===== config.mk =====
export PLATFORM = sky130hd
export DESIGN_NAME = twiddle_stream_gen
export DESIGN_NICKNAME = d
export VERILOG_FILES = /design/src/rtl/twiddle_pkg.sv /design/src/rtl/twiddle_quarter_rom.sv /design/src/rtl/twiddle_stream_gen.sv
export SDC_FILE = /design/constraint.sdc
export NUM_CORES = 1
export LEC_CHECK = 0
export ABC_CLOCK_PERIOD_IN_PS = 8500
export CORE_UTILIZATION = 50
export DETAILED_ROUTE_END_ITERATION = 8
export GPL_TIMING_DRIVEN = 1
export PLACE_DENSITY = 0.69
export SETUP_SLACK_MARGIN = 0.02
export SYNTH_ARGS = -nofsm -noshare
export SYNTH_HDL_FRONTEND = slang
export SYNTH_SLANG_ARGS = --single-unit

===== constraint.sdc =====
create_clock -name clk -period 8.5 [get_ports clk]
set_input_delay 1.275 -clock clk [delete_from_list [all_inputs] [get_ports clk]]
set_output_delay 1.275 -clock clk [all_outputs]
set_load 0.1 [all_outputs]

===== src/rtl/twiddle_pkg.sv =====
// Shared defaults, FSM encoding and quarter-wave cosine table generator for the twiddle sequencer.
package twiddle_pkg;

  localparam int DEF_DATA_W    = 16;
  localparam int DEF_FRAC_W    = 8;
  localparam int DEF_LOG2N_MAX = 6;

  typedef enum logic [1:0] {
    ST_IDLE  = 2'd0,
    ST_RUN   = 2'd1,
    ST_DRAIN = 2'd2
  } tw_state_e;

  // pi scaled by 2^28; the series below runs in that fixed-point format
  localparam longint PI_FX = 64'sd843314857;

  function automatic int cos_entry(input int i, input int frac_w, input int log2n);
    longint x;
    longint x2;
    longint term;
    longint acc;
    x    = (PI_FX * 64'sd2 * longint'(i)) >>> log2n;
    x2   = (x * x) >>> 28;
    term = 64'sd1 <<< 28;
    acc  = term;
    for (int n = 1; n <= 12; n++) begin
      term = -((term * x2) >>> 28) / longint'((2 * n - 1) * (2 * n));
      acc  = acc + term;
    end
    return int'((acc * (64'sd1 <<< frac_w) + (64'sd1 <<< 27)) >>> 28);
  endfunction

endpackage


===== src/rtl/twiddle_quarter_rom.sv =====
// Quarter-wave cosine ROM, Q+1 entries, two synchronous read ports sharing one enable.
module twiddle_quarter_rom
  import twiddle_pkg::*;
#(
  parameter int DATA_W    = DEF_DATA_W,
  parameter int FRAC_W    = DEF_FRAC_W,
  parameter int LOG2N_MAX = DEF_LOG2N_MAX,
  localparam int Q  = (1 << LOG2N_MAX) / 4,
  localparam int AW = $clog2(Q + 1)
) (
  input  logic              clk,
  input  logic              en,
  input  logic [AW-1:0]     addr_a,
  input  logic [AW-1:0]     addr_b,
  output logic [DATA_W-1:0] rd_a,
  output logic [DATA_W-1:0] rd_b
);

  logic [DATA_W-1:0] tab [Q+1];
  logic [DATA_W-1:0] rd_a_d, rd_a_q;
  logic [DATA_W-1:0] rd_b_d, rd_b_q;

  for (genvar i = 0; i <= Q; i++) begin : g_tab
    localparam int CV = cos_entry(i, FRAC_W, LOG2N_MAX);
    assign tab[i] = DATA_W'(CV);
  end

  always_comb begin
    rd_a_d = en ? tab[addr_a] : rd_a_q;
    rd_b_d = en ? tab[addr_b] : rd_b_q;
  end

  always_ff @(posedge clk) begin
    rd_a_q <= rd_a_d;
    rd_b_q <= rd_b_d;
  end

  assign rd_a = rd_a_q;
  assign rd_b = rd_b_q;

endmodule


===== src/rtl/twiddle_stream_gen.sv =====
// Streams W_M^k (or its conjugate) for k = 0..M/2-1 from one quarter-wave table; 2-cycle latency.
// Whole pipeline freezes while tw_valid && !out_ready, so a presented beat holds until taken.
module twiddle_stream_gen
  import twiddle_pkg::*;
#(
  parameter int DATA_W    = DEF_DATA_W,
  parameter int FRAC_W    = DEF_FRAC_W,
  parameter int LOG2N_MAX = DEF_LOG2N_MAX,
  localparam int SW = $clog2(LOG2N_MAX + 1),
  localparam int IW = LOG2N_MAX - 1
) (
  input  logic              clk,
  input  logic              rst,
  input  logic              start,
  input  logic [SW-1:0]     stage,
  input  logic              inverse,
  input  logic              out_ready,
  output logic              tw_valid,
  output logic [DATA_W-1:0] tw_re,
  output logic [DATA_W-1:0] tw_im,
  output logic [IW-1:0]     tw_idx,
  output logic              tw_last,
  output logic              busy,
  output logic              err
);

  localparam int Q  = (1 << LOG2N_MAX) / 4;
  localparam int AW = $clog2(Q + 1);

  tw_state_e         state_q, state_d;
  logic [IW-1:0]     k_q, k_d;
  logic [SW-1:0]     s_q, s_d;
  logic              inv_q, inv_d, busy_q, busy_d, err_q, err_d;
  logic              a_vld_q, a_vld_d, a_fold_q, a_fold_d, a_inv_q, a_inv_d, a_last_q, a_last_d;
  logic [IW-1:0]     a_idx_q, a_idx_d;
  logic              tw_valid_q, tw_valid_d, tw_last_q, tw_last_d;
  logic [DATA_W-1:0] tw_re_q, tw_re_d, tw_im_q, tw_im_d;
  logic [IW-1:0]     tw_idx_q, tw_idx_d;

  logic              adv, fold, k_last;
  logic [SW-1:0]     sh;
  logic [IW-1:0]     p, pd;
  logic [AW-1:0]     rom_addr_a, rom_addr_b;
  logic [DATA_W-1:0] rom_a, rom_b;

  assign adv = !tw_valid_q || out_ready;

  // Fold the half-circle phase onto the quarter table: port A feeds re, port B feeds im
  always_comb begin
    sh         = SW'(LOG2N_MAX) - s_q;
    p          = k_q << sh;
    fold       = p > IW'(Q);
    pd         = p - IW'(Q);
    rom_addr_a = fold ? AW'(IW'(Q) - pd) : AW'(p);
    rom_addr_b = fold ? AW'(pd) : AW'(IW'(Q) - p);
    k_last     = (k_q == IW'((1 << (s_q - SW'(1))) - 1));
  end

  twiddle_quarter_rom #(
    .DATA_W    (DATA_W),
    .FRAC_W    (FRAC_W),
    .LOG2N_MAX (LOG2N_MAX)
  ) u_rom (
    .clk    (clk),
    .en     (adv),
    .addr_a (rom_addr_a),
    .addr_b (rom_addr_b),
    .rd_a   (rom_a),
    .rd_b   (rom_b)
  );

  always_comb begin
    state_d    = state_q;
    k_d        = k_q;
    s_d        = s_q;
    inv_d      = inv_q;
    busy_d     = busy_q;
    err_d      = 1'b0;
    a_vld_d    = a_vld_q;
    a_fold_d   = a_fold_q;
    a_inv_d    = a_inv_q;
    a_last_d   = a_last_q;
    a_idx_d    = a_idx_q;
    tw_valid_d = tw_valid_q;
    tw_re_d    = tw_re_q;
    tw_im_d    = tw_im_q;
    tw_idx_d   = tw_idx_q;
    tw_last_d  = tw_last_q;

    if (adv) a_vld_d = 1'b0;

    case (state_q)
      ST_IDLE: begin
        if (start) begin
          if (stage == '0 || stage > SW'(LOG2N_MAX)) begin
            err_d = 1'b1;
          end else begin
            state_d = ST_RUN;
            s_d     = stage;
            inv_d   = inverse;
            k_d     = '0;
            busy_d  = 1'b1;
          end
        end
      end
      ST_RUN: begin
        if (adv) begin
          a_vld_d  = 1'b1;
          a_idx_d  = k_q;
          a_last_d = k_last;
          a_fold_d = fold;
          a_inv_d  = inv_q;
          if (k_last) state_d = ST_DRAIN;
          else         k_d     = k_q + IW'(1);
        end
      end
      ST_DRAIN: begin
        if (tw_valid_q && out_ready && tw_last_q) begin
          state_d = ST_IDLE;
          busy_d  = 1'b0;
        end
      end
      default: state_d = ST_IDLE;
    endcase

    // Both table-derived im cases carry a minus sign; the conjugate simply drops it
    if (adv) begin
      tw_valid_d = a_vld_q;
      tw_re_d    = '0;
      tw_im_d    = '0;
      tw_idx_d   = '0;
      tw_last_d  = 1'b0;
      if (a_vld_q) begin
        tw_re_d   = a_fold_q ? -rom_a : rom_a;
        tw_im_d   = a_inv_q ? rom_b : -rom_b;
        tw_idx_d  = a_idx_q;
        tw_last_d = a_last_q;
      end
    end
  end

  always_ff @(posedge clk or posedge rst) begin
    if (rst) begin
      state_q    <= ST_IDLE;
      k_q        <= '0;
      s_q        <= '0;
      inv_q      <= 1'b0;
      busy_q     <= 1'b0;
      err_q      <= 1'b0;
      a_vld_q    <= 1'b0;
      a_fold_q   <= 1'b0;
      a_inv_q    <= 1'b0;
      a_last_q   <= 1'b0;
      a_idx_q    <= '0;
      tw_valid_q <= 1'b0;
      tw_re_q    <= '0;
      tw_im_q    <= '0;
      tw_idx_q   <= '0;
      tw_last_q  <= 1'b0;
    end else begin
      state_q    <= state_d;
      k_q        <= k_d;
      s_q        <= s_d;
      inv_q      <= inv_d;
      busy_q     <= busy_d;
      err_q      <= err_d;
      a_vld_q    <= a_vld_d;
      a_fold_q   <= a_fold_d;
      a_inv_q    <= a_inv_d;
      a_last_q   <= a_last_d;
      a_idx_q    <= a_idx_d;
      tw_valid_q <= tw_valid_d;
      tw_re_q    <= tw_re_d;
      tw_im_q    <= tw_im_d;
      tw_idx_q   <= tw_idx_d;
      tw_last_q  <= tw_last_d;
    end
  end

  assign tw_valid = tw_valid_q;
  assign tw_re    = tw_re_q;
  assign tw_im    = tw_im_q;
  assign tw_idx   = tw_idx_q;
  assign tw_last  = tw_last_q;
  assign busy     = busy_q;
  assign err      = err_q;

endmodule


==> results of run 1 <==
-- cell usage after synthesis (all sizes together) (9+ instances only) --
master | number | area, sq um
nand2 | 89 | 334
dfrtp | 61 | 1530
o21ai | 33 | 165
nor2 | 32 | 120
a21oi | 27 | 135
inv | 23 | 86.3
clkbuf | 20 | 75.1
ha | 19 | 238
mux2i | 19 | 190
edfxtp | 18 | 541
nand3 | 17 | 85.1
a21o | 16 | 120
nor3 | 16 | 100
xnor2 | 14 | 130
buf | 12 | 70.1
xor2 | 9 | 86.3
-- through the flow --
| step | setup slack [ns] | area, sq um | cells | util | hold slack [ns] |
|---|---|---|---|---|---|
| 2_1_floorplan | 4.47 | 4810 | 525 | - | 0.433 |
| 3_3_place_gp | 3.86 | 5320 | 672 | 0.573 | 0.452 |
| 3_5_place_dp | 3.66 | 5320 | 672 | 0.573 | 0.459 |
| 4_1_cts | 3.64 | 5500 | 688 | 0.592 | 0.482 |
| 5_1_grt | 3.17 | 5500 | 688 | 0.592 | 0.503 |
| 6_report | 3.56 | 5500 | 688 | 0.592 | 0.475 |
-- layer usage --
metal	vias to the layer above	wire (microns)
met4	0	79
met2	94	4670
met3	10	336
met5	-	0
li1	1915	-
met1	1780	5090
-- sequential cells by signal, summed over array words and instances (netlist names), 2 cells and up, named ones only --
| register | cells |
|---|---|
| tw_re | 16 |
| u_rom.rd_b | 9 |
| tw_im | 16 |
| tw_idx | 5 |
| u_rom.rd_a | 9 |
| k_q | 5 |
| s_q | 3 |
| a_idx_q | 5 |
| state_q | 2 |
-- worst min-delay path: stages (launching register included) --
cell and delay (ns):
dfrtp_1 0.35, nand2_1 0.05, nand2_1 0.05
-- layout make-up --
class	instances	area [sq um]	area share
clock buffers	11	141	0.0257
clock inverters	5	32.5	0.00592
inverters	23	86.3	0.0157
multi-input cells	391	2510	0.457
flip-flops and latches	79	2070	0.376
well taps	129	161	0.0294
repair buffers	50	495	0.0902
-- worst min-delay path by stage --
| stage | to | from |
|---|---|---|
| after floorplan | a_inv_q | inv_q |
| after global placement | tw_re[0] | tw_re[0] |
| after detailed placement | tw_idx[0] | tw_idx[0] |
| after CTS | tw_idx[0] | tw_idx[0] |
| after global routing | tw_im[15] | tw_im[15] |
| final | tw_idx[0] | tw_idx[0] |
-- cells by family (layout without fill, tap and decap cells) --
logic type | after synthesis | after routing
adders and majority gates | 19 | 19
and+or+nand+nor | 198 | 198
muxes | 26 | 26
DFF | 79 | 79
buffers and inverters | 55 | 89
xor gates and xnor gates | 23 | 23
AOI/OAI and AO/OA | 125 | 125
==> run metrics, run 1 <==
Post-route DRC 0; Adder-Cell Fraction of Synth Area 0.0495; # setup viols final 0; First-pass DRT Iterations 5; share of cells above drive strength 1 0.0716; total CTS buffers 9; R2R Path Start s_q[0]; DIE HEIGHT 100 microns; min cycle time layout 4.94 ns; syn_area_per_cell between 9 and 10 sq um; clk_skew about 0.015 ns; startpoint types flop; RSZ-0062 raised after global routing false; combinational family with the most area after synthesis simple AND/OR/NAND/NOR gates; kind of critical path reg -> reg; post-DR wirelength/cell between 10 and 15 microns; capturing point of the worst reg2reg path u_rom.rd_a[4]; CTS tree yes; initial antenna violation count 0; Fin. Hold Viols 0; Max-Cap Viols 0; final setup TNS 0 ns; CP Depth 11; Longest Clk Path Bufs 2; routed wire length 10200 microns; Tot GR Track Use 0.217; Largest stage delay, worst path 0.82 ns; Simple-Gate Fraction of Synth Area 0.195; status complete, no violations; GRT busiest layer met2; initial core utilization 0.518; met1 Usage GRT 0.313; Max-slew headroom 0.312; vias in the first global route around 3600; CP required 8.58 ns; via count 3799; async set-reset flop share out of synthesis 0.772; first-pass GRT wire length 17400 microns; Mapped Cells 525; Worst path slowest cell dfrtp_1; Yosys cell types 66; area grow syn2layout 14.3%; die width roughly 100 microns; core area 0.00928 sq mm; PortBufs 48; Sink Count 79; DPL Wire Length 7210 microns; Crit. Startpoint s_q[0]; commonest non-fill, non-tap cell in the layout nand2_1; clock-pin slew on the worst setup and hold paths 0.09 ns; Fmax 202 MHz; pin count of the biggest net entering global routing 62; commonest register cell after synthesis dfrtp_1; vias per cell 5.52; clk_lat worst skew 0.35 ns; Syn. warnings 0; critical path, cell by cell inv_1 -> ha_1 -> nand3_1 -> ha_1 -> or3b_2 -> a31oi_1 -> nor3_1 -> o32a_1 -> nand2b_1 -> a21oi_1 -> nor4_1; Starting DRT DRC Count between 200 and 250; WHS Path Cells 2; WP data arrival 5.02 ns; GP Congestion about 0.86; # rows 35; H-tree Lvls 3; Post-CTS Setup Inserts 0; fillcell total 850; most used cell, CP ha_1; synthesized cell area 0.00481 sq mm; EDFF count, synth 18; most frequent cells in the layout nand2_1, dfrtp_1, clkdlybuf4s50_1, nor2_1, o21ai_0; Nets 581; net count after synthesis 552; GR Util met3 0.0383; hold_buf cts 0; Largest delay share family, worst path simple AND/OR/NAND/NOR gates; worst path buffer plus inverter count 1; Worst Path Max Fanout 23; Seq/Total Area, Yosys 0.430; Worst Tran Pin Value roughly 1.0 ns; met2 usage 0.335; multiplexer share of the synthesized area 0.0583; final period utilization 0.581; CP Capture Point u_rom.rd_a[4]; Crit. End Element flop; Hold Crit Class reg -> reg; worst reg2reg setup slack approximately 3.6 ns; Compound-Gate Fraction of Synth Area 0.174; Pins Over Slew Limit 0; clock root buffer clkbuf_8; Reg2Reg Depth 11; XOR/XNOR Fraction of Synth Area 0.0450; post-route ant nets 0; diode count 0; io pins 49; #FFs+latches synth a little under 80; Post-CTS Resized 0; GRT overflow 0; die area 0.0100 sq mm
Power of run 1 is left out: the tool's default activity adds up to more than one toggle a clock period on the data nets, which glitch-free logic cannot reach.
==> run 2: changes to the inputs <==
--- a/config.mk
+++ b/config.mk
@@ -5,7 +5,7 @@
 export SDC_FILE = /design/constraint.sdc
 export NUM_CORES = 1
 export LEC_CHECK = 0
-export ABC_CLOCK_PERIOD_IN_PS = 8500
+export ABC_CLOCK_PERIOD_IN_PS = 4900
 export CORE_UTILIZATION = 50
 export DETAILED_ROUTE_END_ITERATION = 8
 export GPL_TIMING_DRIVEN = 1
==> constraint.sdc (replaced) <==
create_clock -name clk -period 4.9 [get_ports clk]
set_input_delay 0.735 -clock clk [delete_from_list [all_inputs] [get_ports clk]]
set_output_delay 0.735 -clock clk [all_outputs]
set_load 0.1 [all_outputs]
==> run metrics, run 2 (synthesized netlist as in run 1, its figures left out) <==
Sink Count 79; RSZ-0062 raised after global routing false; Post-CTS Setup Inserts 0; core area 0.00928 sq mm; first-pass GRT wire length 17200 microns; Max-Cap Viols 0; critical path, cell by cell buf_4 -> ha_1 -> xor2_2 -> nand2_1 -> a21o_1 -> ha_1 -> or3b_2 -> a31oi_1 -> nor3_1 -> o32a_1 -> o21ai_0 -> nor2_1 -> a31o_2; most frequent cells in the layout nand2_1, dfrtp_1, clkdlybuf4s50_1, nor2_1, o21ai_0; Fin. Hold Viols 0; pin count of the biggest net entering global routing 62; vias per cell between 5 and 6; Nets just under 600; Pins Over Slew Limit 0; io pins 49; Hold Crit Class reg -> reg; final period utilization 0.810; status complete, no violations; H-tree Lvls 3; First-pass DRT Iterations 6; Worst Tran Pin Value 0.987 ns; via count about 3900; post-route ant nets 0; GP Congestion 0.867; PortBufs 48; vias in the first global route 3606; WP data arrival roughly 4.1 ns; diode count 0; # setup viols final 0; Starting DRT DRC Count 183; hold_buf cts 0; clock-pin slew on the worst setup and hold paths roughly 0.09 ns; Tot GR Track Use 0.217; Fmax 252 MHz; die area 0.0100 sq mm; total CTS buffers 9; Post-route DRC 0; CTS tree yes; routed wire length 10200 microns; startpoint types flop; DIE HEIGHT 100 microns; clk_lat worst skew 0.36 ns; CP required 5.00 ns; most used cell, CP ha_1; Crit. End Element flop; Post-CTS Resized 0; final instance area 0.00556 sq mm; initial antenna violation count 0; area grow syn2layout 15.7%; initial core utilization 0.518; clock root buffer clkbuf_8; kind of critical path reg -> reg; Placed Area 0.00536 sq mm; die width roughly 100 microns; commonest non-fill, non-tap cell in the layout nand2_1; Largest delay share family, worst path compound AO/OA/AOI/OAI gates; Longest Clk Path Bufs 2; clk_skew 0.0173 ns; GRT overflow 0; DPL Wire Length between 7000 and 8000 microns; worst path buffer plus inverter count 1; Largest stage delay, worst path 0.48 ns; min cycle time layout 3.97 ns; Max-slew headroom 0.340; post-DR wirelength/cell 14.7 microns; Min Hold Slack about 0.48 ns; final setup TNS 0 ns; # rows 35; share of cells above drive strength 1 0.0816; Worst path slowest cell or3b_2; Worst Path Max Fanout 16
## run 2: cell count changes in the layout (fill, tap and decap cells not counted)
cell	change
buf_4	+5
clkinv_2	-1
clkinv_4	+1
inv_4	-1
inv_6	+1
clkbuf_16	+1
clkbuf_1	-1
## run 2: cell type report
| class | instances | area [sq um] |
|---|---|---|
| Clock inverter | 5 | 38.8 |
| Clock buffer | 11 | 163 |
| Fill cell | 820 | 3720 |
| Multi-Input combinational cell | 391 | 2510 |
| Inverter | 23 | 86.3 |
| Timing Repair Buffer | 55 | 533 |
| Sequential cell | 79 | 2070 |
| Tap cell | 129 | 161 |
## run 2: routing by layer
metal,share of wire,vias to the layer above,routed length (microns),GRT usage
li1,-,1937,-,-
met1,0.48,1843,4950,0.308
met2,0.46,91,4700,0.337
met3,0.036,15,369,0.0376
met4,0.018,0,185,0.0769
met5,0,-,0,0
## run 2: path summary, 6_finish.rpt
path,cells past startpoint,slack [ns],startpoint,to
min in group asynchronous,3,0.90,rst,tw_re[13]
max in group asynchronous,3,3.46,rst,tw_im[4]
worst min-delay path,2,0.48,tw_re[0],tw_re[0]
worst max-delay path,13,0.93,s_q[0],u_rom.rd_a[5]
worst max register to register,13,0.93,s_q[0],u_rom.rd_a[5]
worst min register to register,2,0.48,tw_re[0],tw_re[0]
## run 2: per-stage QoR
step,setup slack (ns),cells,util
after floorplan,0.866,525,-
after global placement,1.08,677,0.577
after detailed placement,0.968,677,0.577
after CTS,0.950,693,0.599
after global routing,0.583,693,0.599
final,0.929,693,0.599
## run 2: tightest hold or removal path, stage by stage (launching register included)
cell,delay [ns]
dfrtp_1,0.35
nand2_1,0.05
nand2_1,0.05
Power of run 2 is left out for the same reason.
